--- config.mk ---
export PLATFORM = sky130hd
export DESIGN_NAME = adc_current_cond_flat
export DESIGN_NICKNAME = d
export VERILOG_FILES = /design/src/rtl/adc_current_cond_if.sv /design/src/rtl/adc_current_cond.sv /design/src/flat_wrapper.sv
export SDC_FILE = /design/constraint.sdc
export NUM_CORES = 1
export LEC_CHECK = 0
export BUFFER_PORTS_ARGS = -buffer_cell sky130_fd_sc_hd__buf_2
export CELL_PAD_IN_SITES_DETAIL_PLACEMENT = 1
export CELL_PAD_IN_SITES_GLOBAL_PLACEMENT = 2
export CORE_MARGIN = 5
export CORE_UTILIZATION = 43
export CTS_CLUSTER_DIAMETER = 150
export CTS_CLUSTER_SIZE = 20
export DETAILED_ROUTE_END_ITERATION = 10
export HOLD_SLACK_MARGIN = 0.03
export PLACE_DENSITY_LB_ADDON = 0.1
export SETUP_SLACK_MARGIN = 0.2
export SYNTH_ARGS = -nofsm -noshare
export SYNTH_HDL_FRONTEND = slang
export SYNTH_SLANG_ARGS = --single-unit
--- constraint.sdc ---
create_clock -name clk -period 16.3 [get_ports clk]
set_input_delay 0.815 -clock clk [delete_from_list [all_inputs] [get_ports clk]]
set_output_delay 0.815 -clock clk [all_outputs]
set_load 0.02 [all_outputs]
--- src/rtl/adc_current_cond_if.sv ---
// Signal bundle between the ADC controller / control loop and adc_current_cond.
// master drives requests and samples; slave is the conditioning block.
interface adc_current_cond_if #(
    parameter int N_CH = 3,
    parameter int DW   = 16
);
    logic                 recal;
    logic                 start_conv_run;
    logic                 start_conv;
    logic                 adc_done;
    logic [N_CH*DW-1:0]   adc_data;
    logic [N_CH*DW-1:0]   i_out;
    logic                 i_valid;
    logic [N_CH-1:0]      sat_flag;
    logic [N_CH*DW-1:0]   bias;
    logic                 calib_done;
    logic                 oc_trip;

    modport master (
        output recal, start_conv_run, adc_done, adc_data,
        input  start_conv, i_out, i_valid, sat_flag, bias, calib_done, oc_trip
    );

    modport slave (
        input  recal, start_conv_run, adc_done, adc_data,
        output start_conv, i_out, i_valid, sat_flag, bias, calib_done, oc_trip
    );
endinterface

--- src/rtl/adc_current_cond.sv ---
// Phase-current conditioning: bias calibration by averaging, then offset/gain/saturate.
// Optional overcurrent latch enabled by defining OVERCURRENT_TRIP_EN.
module adc_current_cond #(
    parameter int N_CH        = 3,
    parameter int DW          = 16,
    parameter int LOG2_NSAMP  = 12,
    parameter int GAIN        = 58514,
    parameter int GAIN_FRAC   = 13,
    parameter int CONV_PERIOD = 1500,
    parameter int OUT_MAX     = 32767
`ifdef OVERCURRENT_TRIP_EN
    , parameter int TRIP_LEVEL = 26214
`endif
) (
    input  logic              clk,
    input  logic              rst_n,
    adc_current_cond_if.slave bus
);
    localparam int AW  = DW + LOG2_NSAMP;
    localparam int CW  = LOG2_NSAMP + 1;
    localparam int PCW = $clog2(CONV_PERIOD + 2);
    localparam int GW  = $clog2(GAIN + 1) + 1;
    localparam int PW  = DW + 1 + GW;
    localparam logic signed [PW-1:0] GAIN_S = PW'(GAIN);
    localparam logic signed [PW-1:0] LIM    = PW'(OUT_MAX);

    typedef enum logic [1:0] {CAL_CLR, CAL_ACC, CAL_FIN, RUN} state_t;

    state_t          state_reg, state_next;
    logic [CW-1:0]   samp_cnt_reg;
    logic [PCW-1:0]  per_cnt_reg;
    logic            start_conv_reg;
    logic            i_valid_reg;
    logic            calib_done_reg;
    logic            accept_cal, accept_run;

    // recal always wins over a coincident sample
    assign accept_cal = (state_reg == CAL_ACC) && bus.adc_done && !bus.recal;
    assign accept_run = (state_reg == RUN) && bus.adc_done && !bus.recal;

    always_ff @(posedge clk or negedge rst_n) begin
        if (!rst_n) state_reg <= CAL_CLR;
        else        state_reg <= state_next;
    end

    always_comb begin
        state_next = state_reg;
        case (state_reg)
            CAL_CLR: state_next = CAL_ACC;
            CAL_ACC: if (accept_cal && samp_cnt_reg == CW'((1 << LOG2_NSAMP) - 1))
                         state_next = CAL_FIN;
            CAL_FIN: state_next = RUN;
            RUN:     state_next = RUN;
            default: state_next = CAL_CLR;
        endcase
        if (bus.recal) state_next = CAL_CLR;
    end

    always_ff @(posedge clk or negedge rst_n) begin
        if (!rst_n) begin
            samp_cnt_reg   <= '0;
            per_cnt_reg    <= '0;
            start_conv_reg <= 1'b0;
            i_valid_reg    <= 1'b0;
            calib_done_reg <= 1'b0;
        end else begin
            start_conv_reg <= 1'b0;
            i_valid_reg    <= accept_run;
            calib_done_reg <= (state_next == RUN);
            case (state_reg)
                CAL_CLR: begin
                    samp_cnt_reg <= '0;
                    per_cnt_reg  <= '0;
                end
                CAL_ACC: begin
                    if (per_cnt_reg == PCW'(CONV_PERIOD)) begin
                        per_cnt_reg    <= '0;
                        start_conv_reg <= !bus.recal;
                    end else begin
                        per_cnt_reg <= per_cnt_reg + 1'b1;
                    end
                    if (accept_cal) samp_cnt_reg <= samp_cnt_reg + 1'b1;
                end
                default: ;
            endcase
        end
    end

    // In RUN the PWM trigger bypasses the register so its phase is not shifted
    assign bus.start_conv = (state_reg == RUN) ? bus.start_conv_run : start_conv_reg;
    assign bus.i_valid    = i_valid_reg;
    assign bus.calib_done = calib_done_reg;

`ifdef OVERCURRENT_TRIP_EN
    logic [N_CH-1:0] trip_hit;
    logic            oc_trip_reg;
`endif

    genvar gi;
    generate
        for (gi = 0; gi < N_CH; gi++) begin : g_ch
            logic signed [DW-1:0] sample;
            logic signed [AW-1:0] acc_reg;
            logic signed [DW-1:0] bias_reg, i_out_reg;
            logic                 sat_reg;
            logic signed [DW:0]   diff;
            logic signed [PW-1:0] diff_ext, prod, scaled;
            logic signed [DW-1:0] clamped;
            logic                 clip;

            assign sample   = bus.adc_data[gi*DW +: DW];
            assign diff     = {sample[DW-1], sample} - {bias_reg[DW-1], bias_reg};
            assign diff_ext = {{(PW-DW-1){diff[DW]}}, diff};
            assign prod     = diff_ext * GAIN_S;
            assign scaled   = prod >>> GAIN_FRAC;

            always_comb begin
                clamped = scaled[DW-1:0];
                clip    = 1'b0;
                if (scaled > LIM) begin
                    clamped = DW'(OUT_MAX);
                    clip    = 1'b1;
                end else if (scaled < -LIM) begin
                    clamped = DW'(-OUT_MAX);
                    clip    = 1'b1;
                end
            end

            always_ff @(posedge clk or negedge rst_n) begin
                if (!rst_n) begin
                    acc_reg   <= '0;
                    bias_reg  <= '0;
                    i_out_reg <= '0;
                    sat_reg   <= 1'b0;
                end else begin
                    if (state_reg == CAL_CLR)
                        acc_reg <= '0;
                    else if (accept_cal)
                        acc_reg <= acc_reg + {{LOG2_NSAMP{sample[DW-1]}}, sample};
                    if (state_reg == CAL_FIN)
                        bias_reg <= DW'(acc_reg >>> LOG2_NSAMP);
                    if (accept_run) begin
                        i_out_reg <= clamped;
                        sat_reg   <= clip;
                    end
                end
            end

            assign bus.i_out[gi*DW +: DW] = i_out_reg;
            assign bus.bias[gi*DW +: DW]  = bias_reg;
            assign bus.sat_flag[gi]       = sat_reg;

`ifdef OVERCURRENT_TRIP_EN
            logic signed [DW:0] mag;
            assign mag          = clamped[DW-1] ? -{clamped[DW-1], clamped} : {clamped[DW-1], clamped};
            assign trip_hit[gi] = (mag >= (DW+1)'(TRIP_LEVEL));
`endif
        end
    endgenerate

`ifdef OVERCURRENT_TRIP_EN
    // Sticky until recalibration or reset
    always_ff @(posedge clk or negedge rst_n) begin
        if (!rst_n)                       oc_trip_reg <= 1'b0;
        else if (bus.recal)               oc_trip_reg <= 1'b0;
        else if (accept_run && |trip_hit) oc_trip_reg <= 1'b1;
    end
    assign bus.oc_trip = oc_trip_reg;
`else
    assign bus.oc_trip = 1'b0;
`endif

endmodule
--- src/flat_wrapper.sv ---
// flat-port wrapper written by rule: the top's interface ports become plain ports
module adc_current_cond_flat 
#(
    parameter int N_CH        = 3,
    parameter int DW          = 16,
    parameter int LOG2_NSAMP  = 12,
    parameter int GAIN        = 58514,
    parameter int GAIN_FRAC   = 13,
    parameter int CONV_PERIOD = 1500,
    parameter int OUT_MAX     = 32767

)
  (clk, rst_n, bus_recal, bus_start_conv_run, bus_adc_done, bus_adc_data, bus_start_conv, bus_i_out, bus_i_valid, bus_sat_flag, bus_bias, bus_calib_done, bus_oc_trip);
  adc_current_cond_if #(.N_CH(N_CH), .DW(DW)) bus_i ();
  input  logic clk;
  input  logic rst_n;
  input wire logic [$bits(bus_i.recal)-1:0] bus_recal;
  input wire logic [$bits(bus_i.start_conv_run)-1:0] bus_start_conv_run;
  input wire logic [$bits(bus_i.adc_done)-1:0] bus_adc_done;
  input wire logic [$bits(bus_i.adc_data)-1:0] bus_adc_data;
  output wire logic [$bits(bus_i.start_conv)-1:0] bus_start_conv;
  output wire logic [$bits(bus_i.i_out)-1:0] bus_i_out;
  output wire logic [$bits(bus_i.i_valid)-1:0] bus_i_valid;
  output wire logic [$bits(bus_i.sat_flag)-1:0] bus_sat_flag;
  output wire logic [$bits(bus_i.bias)-1:0] bus_bias;
  output wire logic [$bits(bus_i.calib_done)-1:0] bus_calib_done;
  output wire logic [$bits(bus_i.oc_trip)-1:0] bus_oc_trip;
  assign bus_i.recal = bus_recal;
  assign bus_i.start_conv_run = bus_start_conv_run;
  assign bus_i.adc_done = bus_adc_done;
  assign bus_i.adc_data = bus_adc_data;
  assign bus_start_conv = bus_i.start_conv;
  assign bus_i_out = bus_i.i_out;
  assign bus_i_valid = bus_i.i_valid;
  assign bus_sat_flag = bus_i.sat_flag;
  assign bus_bias = bus_i.bias;
  assign bus_calib_done = bus_i.calib_done;
  assign bus_oc_trip = bus_i.oc_trip;
  adc_current_cond #(.N_CH(N_CH), .DW(DW), .LOG2_NSAMP(LOG2_NSAMP), .GAIN(GAIN), .GAIN_FRAC(GAIN_FRAC), .CONV_PERIOD(CONV_PERIOD), .OUT_MAX(OUT_MAX)) u_core (.clk(clk), .rst_n(rst_n), .bus(bus_i));
endmodule
**Word-level counts from Yosys, hierarchy flattened**

Cells that the tools add are included.

- Muxes and demuxes: 28
- Equal/unequal tests: 7
- Add/sub/neg operators: 8
- Reduce and logical (&&, ||, !) cells: 11
- Magnitude comparators: 6
- Multipliers: 3

Operator list:

| kind | count |
|---|---|
| $mux 28 | 6 |
| $mul 17x16->33 const B | 3 |
| $mux 16 | 6 |
| $add 28x28->28 | 3 |
| $gt 21x16->1 const B | 3 |
| $lt 21x16->1 const B | 3 |
| $sub 16x16->17 | 3 |
| $pmux 13 s2 | 1 |
| $pmux 11 s2 | 1 |
| $add 13x1->13 const B | 1 |
| $eq 13x12->1 const B | 1 |
| $mux 13 | 1 |
| $add 11x1->11 const B | 1 |
| $eq 11x11->1 const B | 1 |
| $mux 11 | 1 |
| $mux 1 | 9 |
| $eq 2x2->1 const B | 3 |
| $pmux 2 s3 | 1 |
| $logic_and 1x1->1 | 5 |
| $mux 2 | 2 |
| $reduce_bool 2->1 | 2 |
| $eq 2x1->1 const B | 1 |
| $logic_not 2->1 | 1 |
| $ne 2x1->1 const B | 1 |
| 3 further kinds | 3 |

- Logic and storage cells: 81
- Input bits: 53
- Output and inout bits: 103
- Bits in registers: 212

**Longest topological paths before layout**

- Word-level depth: 8
- Gate-level depth with buffers: 37

**Least setup slack after synthesis**

Ideal clock, no wire load.

- Path type: input to register
- Start: input bus_adc_data[0]
- End: register u_core.g_ch[0].i_out_reg[0]
- Path buffers: 1
- Setup time: 143 ps
- Required time: 16157 ps
- Stages: 33
- Data arrival time: 8252 ps
- Setup slack: 7906 ps
- Path through: inv_1 -> ha_1 -> fa_1 -> nor2b_1 -> o31a_1 -> o21ai_0 -> nand2b_1 -> a21o_1 -> a21oi_1 -> xnor2_1 -> ha_1 -> fa_1 -> inv_1 -> fa_1 -> inv_1 -> fa_1 -> inv_1 -> fa_1 -> fa_1 -> inv_1 -> ha_1 -> clkbuf_1 -> nand2_1 -> nor2_1 -> nor3_1 -> nand2_1 -> o211ai_1 -> nand2b_1 -> a311o_1 -> or2_1 -> a221o_1 -> a21oi_1 -> a31oi_1

- Word-level cells in the longest chain between the ends: 5
- Elaborated cells between the ends (all ways): 6
- Those cells by class: add/sub (1); mul (1); order compare (2); mux (2)

RTL lines:

| what | RTL line | source |
|---|---|---|
| start: declaration | flat_wrapper.sv:20 | `input wire logic [$bits(bus_i.adc_data)-1:0] bus_adc_data;` |
| $sub 16x16->17 (*) | adc_current_cond.sv:112 | `assign diff = {sample[DW-1], sample} - {bias_reg[DW-1], bias_reg};` |
| $mul 17x16->33 (*) | adc_current_cond.sv:114 | `assign prod = diff_ext * GAIN_S;` |
| $lt 21x16->1 | adc_current_cond.sv:123 | `end else if (scaled < -LIM) begin` |
| $mux 16 | adc_current_cond.sv:123 |  |
| $mux 16 (*) | adc_current_cond.sv:120 | `if (scaled > LIM) begin` |
| end signal: assignment | adc_current_cond.sv:143 | `i_out_reg <= clamped;` |
| end: declaration | adc_current_cond.sv:104 | `logic signed [DW-1:0] bias_reg, i_out_reg;` |

Mark *: on every way between the ends. The rest lies on a longest branch, timed or not.
A chain may end at the register's enable or synchronous reset.

**Worst setup path in the final report**

- Start: register u_core.g_ch[0].bias_reg[0]
- End: register u_core.g_ch[0].i_out_reg[12]

- Word-level cells in the longest chain between the ends: 5
- Elaborated cells between the ends (all ways): 6
- Those cells by class: add/sub (1); mul (1); order compare (2); mux (2)

RTL lines:

| what | RTL line | source |
|---|---|---|
| start: declaration | adc_current_cond.sv:104 |  |
| start signal: assignment | adc_current_cond.sv:141 | `bias_reg <= DW'(acc_reg >>> LOG2_NSAMP);` |
| $sub 16x16->17 (*) | adc_current_cond.sv:112 |  |
| $mul 17x16->33 (*) | adc_current_cond.sv:114 |  |
| $lt 21x16->1 | adc_current_cond.sv:123 |  |
| $mux 16 | adc_current_cond.sv:123 |  |
| $mux 16 (*) | adc_current_cond.sv:120 |  |

Marked as above.

==> out/results.txt <==
slowest CP cell - xnor2_1
post_cts resized - 0
Clock Latency Late Sink - 0.54 ns
Die Area - 72800 um2
Critical Path RT - 16.69 ns
CP max FO - 9
Seq cells post-synth - 212
GR Layer Usage met1 - 32.3%
grt peak-use layer - met2
max-cap violations - 0
top-area cell type share of the netlist area - 20.6%
Worst Reg-to-Reg Cells - 32
max reg flops - 84
Initial DRC Count - 907
clk_skew - 0.0402 ns
critical path data arrival time - 9.36 ns
share of layout cells above drive strength 1 - 7.71%
layout overhead on the synthesized area - 7.22%
routed vias/inst - 5.49
Post-synth EDFFs - 0
GRT Util Overall - 22.2%
Yosys Warn Count - 0
Hold Path Class - in2async
Routed WL - 81.9 mm
DR vias - 23700
DP Wirelength - 67.6 mm
FILL cells - 8009
Top-Level Pins - 156
remaining antenna violation count - 0
Pre-antenna DRT Iters - 5
clock slew at reported path FFs - 0.09 ns
Final setup viols - 0
FP Rows - 95
top post-synthesis cells by area - ha_1 (21%), dfrtp_1 (18%), fa_1 (14%), inv_1 (6.5%), xnor2_1 (4.6%)
Tcrit/Tclk final - 55.0%
ys flop type - dfrtp_1
RSZ-0062 raised after global routing - false
clk sink count - 212
post-layout net count - 4179
most common cell in the synthesized netlist - inv_1
max-slew violation count - 0
net count after synthesis - 4080
wire length per cell - 18.9 um
Post-CTS Setup Repair Bufs - 0
Gate Count Post-Synth - 3349
slew of the pin with the lowest slew margin - 0.989 ns
CTS tree - built
sequential element share of the synthesized area - 18.3%
Initial Utilization - 43.3%
DRC - 0
largest net degree at the start of global routing - 83
final-report hold violation count - 0
max incr delay on CP - 0.72 ns
Fmax achieved - 112 MHz
core area - 67000 um2
Async SR Flop Fraction - 100%
worst hold margin - 0.312 ns
GPL Wtd Cong - 0.868
Setup TNS - 0 ns
M3 GR Usage - 2.16%
Max clock buf depth - 3
M2 GR Usage - 36.7%
CTS root buf - clkbuf_16
vias in the first global route - 25200
Setup CP Type - reg2reg
initial antenna violation count - 1
Syn Area/Cell - 8.66 um2
Die Height - 270 um
Critical Path End Type - flip-flop
Slew HR - 34.1%
CTS Hold Bufs - 0
area leader, netlist - ha_1
Mapped Area - 29000 um2
synth cell count leaders - inv_1 (504), ha_1 (477), o21ai_0 (246)
GR Overflow Total - 0
post-layout min period - 8.97 ns
die span in x - 270 um
Startpoint Class - flip-flop
first-pass GRT wire length - 135 mm
status - finished, final reports clean
number of CTS-inserted buffers - 15
Netlist cell types - 104
most frequent CP cell - fa_1
Port Buffers - 154
H-Tree Depth - 1
==> worst max-delay path: cells and delay by family, from the launching register on <==
kind	cells	cell delay [ns]
xor+xnor	1	0.72
fa+ha+maj	9	4.13
buf+inv	4	0.21
compound gates	11	2.29
simple gates	7	0.98
flops	1	0.44
==> layout by cell type (no fill, tap or decap), types with 11 or more instances in the layout <==
cell type	instances
clkbuf_16	15
o31ai_1	23
and2_1	11
inv_1	504
a21o_1	70
and3_1	27
buf_2	153
xor2_1	109
nand2b_1	39
ha_1	477
dfrtp_1	212
a31oi_1	28
nand2_1	238
nand4_1	20
nor2_1	162
fa_1	201
or3_1	18
xnor2_1	151
mux2i_1	12
nand3_1	123
a211oi_1	27
o211ai_1	23
o21a_1	29
buf_4	23
nor3_1	36
nor2b_1	36
a21oi_1	193
o21ai_0	246
o21bai_1	16
==> metrics by stage <==
step           std cells  worst slack (ns)  area [um2]  util (%)
6_report            4324              7.33       31100      46.4
5_1_grt             4323              6.62       31100      46.4
4_1_cts             4323              7.32       31100      46.4
3_5_place_dp        4304              6.77       30700      45.8
3_3_place_gp        4304              7.10       30700      45.8
2_1_floorplan       3349              7.91       29000         -
==> cells by family (layout without fill, tap and decap cells) <==
| logic type | count (synthesis) | count (layout) | share of synthesized area (%) |
|---|---|---|---|
| compound gates | 798 | 798 | 17.7 |
| xor+xnor | 263 | 263 | 8.04 |
| fa+ha+maj | 678 | 678 | 34.4 |
| buf+inv | 604 | 705 | 7.95 |
| flops | 212 | 212 | 18.3 |
| mux | 21 | 21 | 0.763 |
| other cells | 1 | 2 | 0.0129 |
| simple gates | 772 | 772 | 12.8 |
==> metal layers <==
metal,share of wire (%),up-vias
met4,1.6,2
met1,50,11800
met3,2.6,60
met5,0.016,-
li1,-,11600
met2,46,256
==> worst paths after layout <==
check                                                            to                                     start  slack (ns)
max                        u_core.g_ch[0].i_out_reg[12]$_DFFE_PN0P_    u_core.g_ch[0].bias_reg[0]$_DFFE_PN0N_        7.33
min                                    u_core.bus.i_valid$_DFF_PN0_                                     rst_n        0.31
min in group clk           u_core.g_ch[1].i_out_reg[11]$_DFFE_PN0P_  u_core.g_ch[1].i_out_reg[11]$_DFFE_PN0P_        0.47
min reg2reg                u_core.g_ch[1].i_out_reg[11]$_DFFE_PN0P_  u_core.g_ch[1].i_out_reg[11]$_DFFE_PN0P_        0.47
max reg2reg                u_core.g_ch[0].i_out_reg[12]$_DFFE_PN0P_    u_core.g_ch[0].bias_reg[0]$_DFFE_PN0N_        7.33
max in group asynchronous    u_core.g_ch[2].acc_reg[24]$_DFFE_PN0P_                                     rst_n       14.49
==> final cells by class <==
type	instances	area, um2	share of cell area (%)
multi-input cells	2533	21400	68.9
flip-flops and latches	212	5310	17.1
inverters	509	1910	6.15
well taps	873	1090	3.51
repair buffers	177	953	3.06
clock buffers	15	375	1.21
clock inverters	4	42.5	0.137
diodes	1	2.50	0.00804
Power is left out: the tool's default activity adds up to more than one toggle a clock period on the data nets, which glitch-free logic cannot reach.
